--- config.mk ---
export PLATFORM = sky130hd
export DESIGN_NAME = mem_bus_arbiter
export DESIGN_NICKNAME = d
export VERILOG_FILES = /design/src/rtl/mem_bus_arbiter.sv
export SDC_FILE = /design/constraint.sdc
export NUM_CORES = 1
export LEC_CHECK = 0
export BUFFER_PORTS_ARGS = -buffer_cell sky130_fd_sc_hd__buf_2
export CAP_MARGIN = 40
export CORE_AREA = 2 2 211 213
export CTS_CLUSTER_DIAMETER = 60
export DETAILED_ROUTE_END_ITERATION = 12
export DIE_AREA = 0 0 213 215
export GPL_TIMING_DRIVEN = 0
export MAX_ROUTING_LAYER = met4
export PLACE_DENSITY = 0.42
export SKIP_LAST_GASP = 1
export SYNTH_ARGS = -nofsm -noshare
export SYNTH_HDL_FRONTEND = slang
export SYNTH_SLANG_ARGS = --single-unit
--- constraint.sdc ---
create_clock -name clk -period 4.1 [get_ports clk]
set_input_delay 0.82 -clock clk [delete_from_list [all_inputs] [get_ports clk]]
set_output_delay 0.82 -clock clk [all_outputs]
set_load 0.05 [all_outputs]
--- src/rtl/mem_bus_arbiter.sv ---
// Two-requester arbiter that shares one downstream memory port between instruction fetch (I) and data (D).
// D wins contested grants until it has won STARVE_LIMIT in a row while I waited; then I is served.
module mem_bus_arbiter #(
   parameter int STARVE_LIMIT = 4
) (
   input  logic        clk,
   input  logic        rst,
   input  logic        i_valid,
   input  logic [63:0] i_addr,
   output logic        i_addr_ok,
   output logic        i_data_ok,
   output logic [63:0] i_data,
   input  logic        d_valid,
   input  logic [63:0] d_addr,
   input  logic [2:0]  d_size,
   input  logic [7:0]  d_strobe,
   input  logic [63:0] d_wdata,
   output logic        d_addr_ok,
   output logic        d_data_ok,
   output logic [63:0] d_data,
   output logic        m_valid,
   output logic [63:0] m_addr,
   output logic [2:0]  m_size,
   output logic [7:0]  m_strobe,
   output logic [63:0] m_wdata,
   input  logic        m_addr_ok,
   input  logic        m_data_ok,
   input  logic [63:0] m_data
);

   localparam int CW = $clog2(STARVE_LIMIT + 1);
   localparam logic OWN_I = 1'b0;
   localparam logic OWN_D = 1'b1;

   typedef enum logic [1:0] {
      ST_IDLE,
      ST_REQ,
      ST_RESP
   } state_t;

   state_t        r_state;
   state_t        w_state_next;
   logic          r_owner;
   logic [CW-1:0] r_starve_cnt;
   logic [63:0]   r_m_addr;
   logic [2:0]    r_m_size;
   logic [7:0]    r_m_strobe;
   logic [63:0]   r_m_wdata;

   logic          w_grant_i;
   logic          w_grant_d;
   logic          w_starved;
   logic          w_addr_ack;
   logic          w_data_ack;

   assign w_starved = (r_starve_cnt == CW'(STARVE_LIMIT));

   always_comb begin
      w_state_next = r_state;
      w_grant_i    = 1'b0;
      w_grant_d    = 1'b0;
      case (r_state)
         ST_IDLE: begin
            if (i_valid && (!d_valid || w_starved)) begin
               w_grant_i = 1'b1;
            end else if (d_valid) begin
               w_grant_d = 1'b1;
            end
            if (w_grant_i || w_grant_d) begin
               w_state_next = ST_REQ;
            end
         end
         ST_REQ: begin
            if (m_addr_ok) begin
               w_state_next = m_data_ok ? ST_IDLE : ST_RESP;
            end
         end
         ST_RESP: begin
            if (m_data_ok) begin
               w_state_next = ST_IDLE;
            end
         end
         default: w_state_next = ST_IDLE;
      endcase
   end

   // A completion in the acceptance cycle is honoured exactly like one in RESP.
   assign w_addr_ack = (r_state == ST_REQ) && m_addr_ok;
   assign w_data_ack = ((r_state == ST_REQ) && m_addr_ok && m_data_ok) ||
                       ((r_state == ST_RESP) && m_data_ok);

   always_ff @(posedge clk or negedge rst) begin
      if (!rst) begin
         r_state      <= ST_IDLE;
         r_owner      <= OWN_I;
         r_starve_cnt <= '0;
         r_m_addr     <= '0;
         r_m_size     <= '0;
         r_m_strobe   <= '0;
         r_m_wdata    <= '0;
      end else begin
         r_state <= w_state_next;
         if (w_grant_i) begin
            r_owner    <= OWN_I;
            r_m_addr   <= i_addr;
            r_m_size   <= 3'b011;
            r_m_strobe <= '0;
            r_m_wdata  <= '0;
         end else if (w_grant_d) begin
            r_owner    <= OWN_D;
            r_m_addr   <= d_addr;
            r_m_size   <= d_size;
            r_m_strobe <= d_strobe;
            r_m_wdata  <= d_wdata;
         end
         // Counts D wins only while fetch is actually waiting.
         if (r_state == ST_IDLE) begin
            if (w_grant_d && i_valid) begin
               if (!w_starved) begin
                  r_starve_cnt <= r_starve_cnt + CW'(1);
               end
            end else if (w_grant_i || !i_valid) begin
               r_starve_cnt <= '0;
            end
         end
      end
   end

   assign m_valid   = (r_state == ST_REQ);
   assign m_addr    = r_m_addr;
   assign m_size    = r_m_size;
   assign m_strobe  = r_m_strobe;
   assign m_wdata   = r_m_wdata;

   assign i_addr_ok = w_addr_ack && (r_owner == OWN_I);
   assign i_data_ok = w_data_ack && (r_owner == OWN_I);
   assign d_addr_ok = w_addr_ack && (r_owner == OWN_D);
   assign d_data_ok = w_data_ack && (r_owner == OWN_D);
   assign i_data    = m_data;
   assign d_data    = m_data;

endmodule

Yosys cells after proc, flatten, opt, wreduce, memory -nomap -nowiden
Cells that the tools add are included.

word-level totals
  register bits after elaboration = 145
  bits of input ports = 273
  output and inout bits = 272

operators by class
  add/sub/neg operators = 1
  equality and inequality tests = 7
  mux-type cells = 25
  bitwise gates (word level) = 1
  reductions and logical operators = 20

operator list
  operator                                              count
  2-to-1 mux 64 bit                                     4
  2-to-1 mux 8 bit                                      2
  2-to-1 mux 3 bit                                      5
  logical AND 1 bit                                     9
  2-to-1 mux 1 bit                                      9
  2-to-1 mux 2 bit                                      4
  != test 2 bit (second input constant)                 3
  case mux 2 bit (3 select lines)                       1
  AND reduction 3 bit                                   2
  logical OR 1 bit                                      4
  nonzero test 2 bit                                    2
  adder 3 x 1 -> 3 bit (second input constant)          1
  equality test 3 bit (second input constant)           1
  equality test 2 x 1 -> 1 bit (second input constant)  1
  equality test 2 bit (second input constant)           1
  logical NOT 1 bit                                     2
  logical NOT 2 bit                                     1
  != test 2 x 1 -> 1 bit (second input constant)        1
  inverter 1 bit                                        1

Logic depth before layout (Yosys ltp)
Gate-level depths: netlist (run 1).

  depth after elaboration = 9
  depth in mapped cells = 7

Worst setup path after synthesis (run 1)
OpenSTA, ideal clock, no wires.

  kind = register to output
  start point = reg r_state[1]
  end point = out d_data_ok
  data arrival time = 2238 ps
  required time = 3280 ps
  setup slack = 1042 ps
  stages on the path, launching flop included = 5
  path buffers = 0
  path through = dfrtp_1 nand2b_1 inv_1 nand2_1 a211oi_1

between the ends
  cells in the longest elaborated chain, start to end = 5
  elaborated cells between the ends (all ways) = 7

ends and longest elaborated chain
  element                         RTL line  source
  from (decl)                     41        state_t r_state;
  from (signal assigned)          102       r_state <= w_state_next;
  equality test 2 x 1 -> 1 bit    n/a
  via m_valid                     21        output logic m_valid,
  logical AND 1 bit (2 in a row)  89        assign w_data_ack = ((r_state == ST_REQ) && m_addr_ok && m_data_ok) ||
  logical OR 1 bit                89
  logical AND 1 bit               138       assign d_data_ok = w_data_ack && (r_owner == OWN_D);
  to (decl)                       19        output logic d_data_ok,

The timed path passes the listed nets, and every way through them passes these cells.

Worst setup path in the final report (run 1)
  start point = reg r_state[1]
  end point = out i_data_ok

between the ends
  cells in the longest elaborated chain, start to end = 5
  elaborated cells between the ends (all ways) = 7

ends and longest elaborated chain
  element                         RTL line  source
  equality test 2 x 1 -> 1 bit    89
  logical AND 1 bit (2 in a row)  89
  logical OR 1 bit (*)            89
  logical AND 1 bit (*)           136       assign i_data_ok = w_data_ack && (r_owner == OWN_I);
  to (decl)                       11        output logic i_data_ok,

Every way passes the cells marked *; elsewhere a longest branch is shown, timed or not.

==> results of run 1 <==
==> worst max-delay path: cells and delay by family, from the launching register on <==
| family | cells | cell delay [ns] |
|---|---|---|
| flops | 1 | 0.40 |
| compound gates | 1 | 0.22 |
| simple gates | 2 | 0.31 |
| buf+inv | 2 | 0.42 |
==> routing by layer <==
layer  share of wire  up-vias  track usage
met5               0        -            -
met4           0.018        0       0.0459
met3           0.077       29       0.0449
met2            0.49      325        0.245
met1            0.41     3537        0.169
li1                -     3464            -
==> cell type report <==
cell class / instances / area share
flip-flops and latches: 145 / 0.321
well taps: 592 / 0.0654
clock inverters: 9 / 0.0139
multi-input cells: 361 / 0.223
plain buffers: 195 / 0.117
diodes: 5 / 0.00111
clock buffers: 21 / 0.0398
inverters: 7 / 0.00232
repair buffers: 481 / 0.216
==> kinds of logic (layout without fill, tap and decap cells) <==
kind of cell,after synthesis,in the layout,synth area share
other cells,0,5,0
flops,145,145,0.483
simple gates,145,145,0.0876
buf+inv,202,713,0.180
fa+ha+maj,2,2,0.00333
compound gates,214,214,0.246
==> placed cells by master (no fill, tap or decap), types with 3 or more instances in the layout <==
master       n
buf_4      129
a22o_1      73
diode_2      5
nand2_1     67
buf_2      511
o21a_1      64
a311o_1     64
buf_8        6
dfrtp_1    145
nor3_1      64
clkbuf_16   17
o21ai_1      3
inv_1        7
bufinv_16    4
nand3_1      3
clkbuf_1    27
buf_6        3
==> flip-flops by register name, indices dropped and copies added (netlist names) <==
register	count
m_addr	64
m_size	3
m_strobe	8
m_wdata	64
r_owner	1
r_starve_cnt	3
r_state	2
==> power breakdown <==
group          switching [mW]  internal, mW  total [mW]
clock network           0.668          1.03        1.70
logic                    4.04          1.60        5.64
registers               0.364          2.08        2.45
==> metrics by stage <==
step	hold WS [ns]	setup TNS, ns
after floorplan	0.472	0
after global placement	0.484	-43.22
after detailed placement	0.485	0
after CTS	0.297	0
after global routing	0.319	0
final	0.301	0
==> worst max path at each step <==
stage	startpoint	endpoint	cells past startpoint
after floorplan	r_state[1]	d_data_ok	4
after global placement	rst	m_addr[58]	1
after detailed placement	i_valid	m_addr[47]	6
after CTS	r_state[1]	d_addr_ok	5
after global routing	r_state[1]	i_data_ok	5
final	r_state[1]	i_data_ok	5
==> results.toml, run 1 <==
[route]
drt_first_pass_iters = 4
drc_errors = 0
vias_per_cell = 4.05
drt.antenna.violating_nets = 0
wire_per_inst_microns = 18.3
wirelength_microns = 33300
dr_total_vias = 7355
drtIter0Drc = 272

[critical_path]
critPathArrivalTime_ns = 1.79
reg2reg_depth = 6
r2r_start = "r_starve_cnt[0]"
criticalPathCategory = "reg2out"
cpMaxStageDelayCell = "dfrtp_1"
crit_required_ns = 3.28
worstPathCellList = "nand2b_1 -> inv_1 -> nand2_1 -> a211oi_1 -> buf_2"
crit_path_start_kind = "register"
reg2reg_setup_slack_ns = 1.97
critPathMaxStageDelay_ns = 0.40
reg2reg_to = "m_addr[54]"
cp_max_fo = 5
endpoint_kind = "output pin"

[flow_run]
maxCapViolations = 0

[place]
port_buffers = 479
place_area_sq_mm = 0.0107
dpl.cell_count = 1781
routabilityCongestion = 0.760
hpwl_microns = 25800
dp_slack_ns = 1.55

[clock_tree]
h-tree-depth = 4
clk_latency_ns = 0.45
tritoncts = "yes"
numCtsBuffers = 17
cts_setup_buffers = 0
ctsLongestPathBuffers = 2
clock_sinks = 145
clk_pin_slew_worst_paths_ns = 0.06
cts_resized = 0
cts_hold_buf = 0
cts_root_buf = "clkbuf_16"

[yosys]
async_flop_share = 1.00
synth_ff_type = "dfrtp_1"
syn_area_per_cell_sq_um = 10.6
synth_top_cell_area_share = 0.483
post-synth-top-count-cell = "dfrtp_1"
syn_nets = 983
ys_seq_area_frac = 0.483
synthCells = 708
synth_edf_count = 0
syn_area_sq_mm = 0.00751
yosys_warnings = 0
synth_top_cells_by_count = "145 x dfrtp_1, 129 x buf_4, 73 x a22o_1"
yosys-top-cells-area = "dfrtp_1 48%, buf_4 13%, a311o_1 8.5%"
ys_types = 32
yosys.area.top_type = "dfrtp_1"
ys_ff_latch = 145

[grt]
grt_pass1_wl_microns = 48000
grt_pass1_vias = 7599
antenna_found_initial = 5
grt.overflow.total = 0
grt_usage = 0.148
grt_max_degree = 83

[floorplanning]
coreArea_sq_mm = 0.0436
die_width_microns = 213
fp-row-count = 77
pin_count = 545
die_h_microns = 215
dieArea_sq_mm = 0.0458
start_util = 0.172

[timing]
layout_setup_ws_ns = 1.49
rsz0062_at_grt = "false"
finClkSkew_ns = 0.00736
finalHoldViolations = 0
setup_viol = 0
fmax_mhz = 383
finalMaxSlewViolations = 0
period_minus_slack_ns = 2.61
relSlewSlack = 0.497
worst_pin_slew_ns = 0.754
min_period_over_period = 0.636

[power]
peakVddDrop_uv = 397
p_total_mw = 9.78
power.leakage_nw = 5.76
power_density_mw_per_mm2 = 864

[cells_and_area]
final_cell_area_sq_mm = 0.0113
drive_gt1_frac = 0.559
fin_cells = 1816
multi_input_area_sq_mm = 0.00253
area_growth_pct = 50.7
fillers = 4828
fin_nets = 1483
final_core_util = 0.259
regArea_sq_mm = 0.00363

[worst_hold_path]
hold_path.class = "in2async"

[status]
outcome = "complete, no violations"
Power figures use the tool's default switching activity.
==> run 2, diff against run 1 <==
--- a/config.mk
+++ b/config.mk
@@ -7,13 +7,13 @@
 export LEC_CHECK = 0
 export BUFFER_PORTS_ARGS = -buffer_cell sky130_fd_sc_hd__buf_2
 export CAP_MARGIN = 40
-export CORE_AREA = 2 2 211 213
+export CORE_AREA = 2 2 214 216
 export CTS_CLUSTER_DIAMETER = 60
 export DETAILED_ROUTE_END_ITERATION = 12
-export DIE_AREA = 0 0 213 215
+export DIE_AREA = 0 0 216 218
 export GPL_TIMING_DRIVEN = 0
 export MAX_ROUTING_LAYER = met4
-export PLACE_DENSITY = 0.42
+export PLACE_DENSITY = 0.41
 export SKIP_LAST_GASP = 1
 export SYNTH_ARGS = -nofsm -noshare
 export SYNTH_HDL_FRONTEND = slang
==> constraint.sdc (replaced) <==
create_clock -name clk -period 2.5 [get_ports clk]
set_input_delay 0.5 -clock clk [delete_from_list [all_inputs] [get_ports clk]]
set_output_delay 0.5 -clock clk [all_outputs]
set_load 0.05 [all_outputs]
==> results.toml, run 2 (synthesis results as in run 1) <==
[status]
outcome = "complete, no violations"

[place]
place_area_sq_mm = 0.0107
routabilityCongestion = 0.764
hpwl_microns = 26000
port_buffers = 479

[cells_and_area]
final_cell_area_sq_mm = 0.0114
final_core_util = 0.254
multi_input_area_sq_mm = 0.00253
drive_gt1_frac = 0.560
fin_nets = 1484
layout_common_cells = "511 x buf_2, 145 x dfrtp_1, 129 x buf_4"
final_common_cell = "buf_2"
area_growth_pct = 51.6
fillers = 4921
regArea_sq_mm = 0.00363

[power]
p_int_mw = 7.85
pwr-share-clk = 0.182
peakVddDrop_uv = 606
sw_frac_of_total = 0.517
p_total_mw = 16.3
p_sw_mw = 8.41
p_seq_frac = 0.246
power_density_mw_per_mm2 = 1430
power.leakage_nw = 5.79
pwr-share-comb = 0.572

[floorplanning]
pin_count = 545
dieArea_sq_mm = 0.0471
die_h_microns = 218
die_width_microns = 216
coreArea_sq_mm = 0.0449
fp-row-count = 78
start_util = 0.167

[clock_tree]
clk_pin_slew_worst_paths_ns = 0.07
cts_hold_buf = 1
h-tree-depth = 4
clock_sinks = 145
clk_latency_ns = 0.46
ctsLongestPathBuffers = 2
cts_resized = 0
tritoncts = "yes"
cts_root_buf = "clkbuf_16"
numCtsBuffers = 17
cts_setup_buffers = 0

[grt]
grt_usage = 0.144
grt_pass1_wl_microns = 48000
antenna_found_initial = 7
grt_max_degree = 88
grt.overflow.total = 0
grt_pass1_vias = 7370

[timing]
period_minus_slack_ns = 2.27
timing.setup.tns_ns = 0
fmax_mhz = 440
finalMaxSlewViolations = 0
min_period_over_period = 0.908
rsz0062_at_grt = "false"
relSlewSlack = 0.499
worst_pin_slew_ns = 0.752
setup_viol = 0
holdWs_ns = 0.204
finClkSkew_ns = 0.0134
finalHoldViolations = 0

[flow_run]
maxCapViolations = 0

[critical_path]
crit_start = "r_state[1]"
worstPathCellList = "nand2b_1 -> inv_1 -> nand2_1 -> a211oi_1 -> buf_2"
criticalPathCategory = "reg2out"
cpMaxStageDelayCell = "dfrtp_1"
crit_path_start_kind = "register"
critPathMaxStageDelay_ns = 0.40
crit_required_ns = 2.00
critPathArrivalTime_ns = 1.77
cp_max_fo = 5
endpoint_kind = "output pin"
r2r_start = "r_starve_cnt[0]"

[route]
drt.antenna.violating_nets = 0
dr_total_vias = 7333
vias_per_cell = 4.01
wirelength_microns = 33900
drt_first_pass_iters = 4
wire_per_inst_microns = 18.5
drtIter0Drc = 264
drc_errors = 0

[worst_hold_path]
hold_path.class = "in2reg"
min_from = "m_data_ok"
-- run 2: cell types whose count changed in the layout (fill, tap and decap cells not counted), sizes merged --
cell / previous run / this run
clkbuf: 45 / 43
inv: 8 / 10
dlygate4sd3: 0 / 1
diode: 5 / 7
bufinv: 4 / 5
-- run 2: final cells by class --
cell class              instances  area share
diodes                          7     0.00154
plain buffers                 195       0.117
clock buffers                  19      0.0389
clock inverters                12      0.0180
inverters                       7     0.00231
multi-input cells             361       0.222
flip-flops and latches        145       0.319
well taps                     600      0.0659
repair buffers                482       0.216
-- run 2: worst paths after layout --
| check | end | slack (ns) | depth (start not counted) |
|---|---|---|---|
| hold / removal | r_state[1] | 0.20 | 2 |
| max in group asynchronous | m_addr[29] | 1.06 | 3 |
| hold reg to reg | m_wdata[19] | 0.50 | 1 |
| setup reg to reg | m_addr[19] | 0.25 | 7 |
| min in group asynchronous | m_wdata[49] | 0.55 | 2 |
| setup / recovery | d_data_ok | 0.23 | 5 |
-- run 2: metrics by stage --
stage	cells	setup slack [ns]
after floorplan	708	-0.238
after global placement	1787	-1.67
after detailed placement	1789	0.0992
after CTS	1821	0.145
after global routing	1828	0.0503
final	1828	0.229
-- run 2: power by group through the flow --
stage                     registers, mW  clock network, mW  logic [mW]
after global routing               4.14               3.17        9.83
final                              4.01               2.96        9.30
after CTS                          4.02               3.10        9.46
after detailed placement           4.02                  0        9.48
after global placement             4.03                  0        9.42
after floorplan                    7.58                  0        3.23
-- run 2: critical path: cells and delay by family (launching register included) --
kind,cells,cell delay [ns]
AOI/OAI and AO/OA,1,0.23
buffers and inverters,2,0.39
DFF,1,0.40
and+or+nand+nor,2,0.29
-- run 2: metal layers --
| metal | vias up | share of wire | GRT usage |
|---|---|---|---|
| met2 | 328 | 0.50 | 0.240 |
| met3 | 18 | 0.079 | 0.0460 |
| met4 | 0 | 0.010 | 0.0377 |
| met5 | - | 0 | - |
| li1 | 3465 | - | - |
| met1 | 3522 | 0.41 | 0.167 |
==> run 3, diff against run 2 <==
--- a/config.mk
+++ b/config.mk
@@ -7,10 +7,11 @@
 export LEC_CHECK = 0
 export BUFFER_PORTS_ARGS = -buffer_cell sky130_fd_sc_hd__buf_2
 export CAP_MARGIN = 40
-export CORE_AREA = 2 2 214 216
+export CORE_AREA = 2 2 212 214
+export CTS_BUF_LIST = sky130_fd_sc_hd__clkbuf_8
 export CTS_CLUSTER_DIAMETER = 60
 export DETAILED_ROUTE_END_ITERATION = 12
-export DIE_AREA = 0 0 216 218
+export DIE_AREA = 0 0 214 216
 export GPL_TIMING_DRIVEN = 0
 export MAX_ROUTING_LAYER = met4
 export PLACE_DENSITY = 0.41
==> results.toml, run 3 (synthesis results as in run 1) <==
[status]
outcome = "complete, no violations"

[floorplanning]
pin_count = 545
dieArea_sq_mm = 0.0462
coreArea_sq_mm = 0.0438
start_util = 0.171
die_h_microns = 216
fp-row-count = 77
die_width_microns = 214

[route]
vias_per_cell = 4.05
wirelength_microns = 33700
drtIter0Drc = 393
dr_total_vias = 7360
drt_first_pass_iters = 5
wire_per_inst_microns = 18.5
drc_errors = 0
drt.antenna.violating_nets = 0

[place]
hpwl_microns = 25900
place_area_sq_mm = 0.0107
port_buffers = 479
dpl.cell_count = 1781
routabilityCongestion = 0.839

[timing]
holdWs_ns = 0.166
setup_viol = 0
finClkSkew_ns = 0.0242
worst_pin_slew_ns = 0.771
fmax_mhz = 435
min_period_over_period = 0.919
rsz0062_at_grt = "true"
finalHoldViolations = 0
finalMaxSlewViolations = 0
relSlewSlack = 0.486
timing.setup.tns_ns = 0
period_minus_slack_ns = 2.30

[clock_tree]
ctsLongestPathBuffers = 2
clock_sinks = 145
clk_latency_ns = 0.49
cts_root_buf = "clkbuf_8"
tritoncts = "yes"
clk_pin_slew_worst_paths_ns = 0.10
h-tree-depth = 4
numCtsBuffers = 17

[power]
power.leakage_nw = 5.68
power_density_mw_per_mm2 = 1380
peakVddDrop_uv = 609

[critical_path]
cp_top_family = "flip-flops"
path_buf_inv = 2
reg2reg_to = "m_addr[29]"
crit_path_start_kind = "register"
critPathArrivalTime_ns = 1.80
reg2reg_setup_slack_ns = 0.38
critPathMaxStageDelay_ns = 0.42
reg2reg_depth = 7
cpMaxStageDelayCell = "dfrtp_1"
criticalPathCategory = "reg2out"
crit_required_ns = 2.00
cp_max_fo = 5
r2r_start = "r_starve_cnt[0]"
worstPathCellList = "nand2b_1 -> inv_1 -> nand2_1 -> a211oi_1 -> buf_4"
endpoint_kind = "output pin"

[grt]
grt_pass1_vias = 7687
antenna_found_initial = 5
grt.overflow.total = 0
grt_usage = 0.146
grt_max_degree = 82
grt_pass1_wl_microns = 49100

[worst_hold_path]
whs_endpoint = "r_state[1]"
holdPathStages = 2
hold_path.class = "in2reg"
min_from = "m_data_ok"

[cells_and_area]
final_cell_area_sq_mm = 0.0111
layout_common_cells = "509 x buf_2, 145 x dfrtp_1, 131 x buf_4"
drive_gt1_frac = 0.560
area_growth_pct = 48.3
fin_nets = 1484
fin_cells = 1819
final_common_cell = "buf_2"

[flow_run]
maxCapViolations = 0
-- run 3: cell count changes in the layout (fill, tap and decap cells not counted), moves of 2 or more --
cell / before / now
clkbuf_16: 17 / 0
clkbuf_8: 1 / 18
buf_2: 511 / 509
buf_4: 129 / 131
bufinv_16: 5 / 3
-- run 3: through the flow --
stage               total power [mW]   util  setup WS, ns
global route                    16.2  0.254     -0.000211
CTS                             15.6  0.254        0.0483
floorplan                       10.8      -        -0.238
global placement                13.4  0.243         -1.65
finish                          15.3  0.254         0.203
detailed placement              13.5  0.244         0.321
-- run 3: area by class of cell --
type                            count  area (sq um)
Sequential cell                   145          3630
Tap cell                          592           741
Fill cell                        4796         32700
Antenna cell                        6          15.0
Clock inverter                     13           161
Multi-Input combinational cell    361          2530
Buffer                            195          1330
Clock buffer                       18           248
Inverter                            7          26.3
Timing Repair Buffer              482          2460
-- run 3: how the worst max path moves through the flow --
stage | start | end | slack [ns] | cells past startpoint
2_1_floorplan | r_state[1] | d_data_ok | -0.24 | 4
3_3_place_gp | rst | m_addr[61] | -1.65 | 1
3_5_place_dp | i_valid | m_addr[29] | 0.32 | 6
4_1_cts | r_state[1] | i_data_ok | 0.05 | 5
5_1_grt | r_state[1] | i_data_ok | -0.0002 | 5
6_report | r_state[1] | i_data_ok | 0.20 | 5
-- run 3: report_power, final --
part           total, mW  internal, mW  switching [mW]  leakage, nW
combinational       9.27          2.63            6.64         3.68
clock               2.07          1.01            1.06        0.203
sequential          4.01          3.41           0.601         1.80
total               15.3          7.05            8.30         5.68
-- run 3: worst reg2reg max path: cells and delay by family, from the launching register on --
family,cells,cell delay [ns]
and+or+nand+nor,1,0.15
buffers and inverters,3,0.72
adders and majority gates,1,0.22
AOI/OAI and AO/OA,2,0.56
DFF,1,0.40
-- run 3: layer usage --
metal / GRT usage / vias to the layer above / share of wire
met3: 0.0486 / 21 / 0.075
li1: - / 3459 / -
met1: 0.165 / 3534 / 0.41
met2: 0.252 / 346 / 0.51
met5: - / - / 0
met4: 0.0319 / 0 / 0.010
-- run 3: repair_timing --
item                                    in CTS  in global routing
endpoints found under the setup margin       0                  2
endpoints found under the hold margin       64                  0
hold buffers                                 1                  0
gates resized for setup                      0                  4
buffers inserted                             0                  0
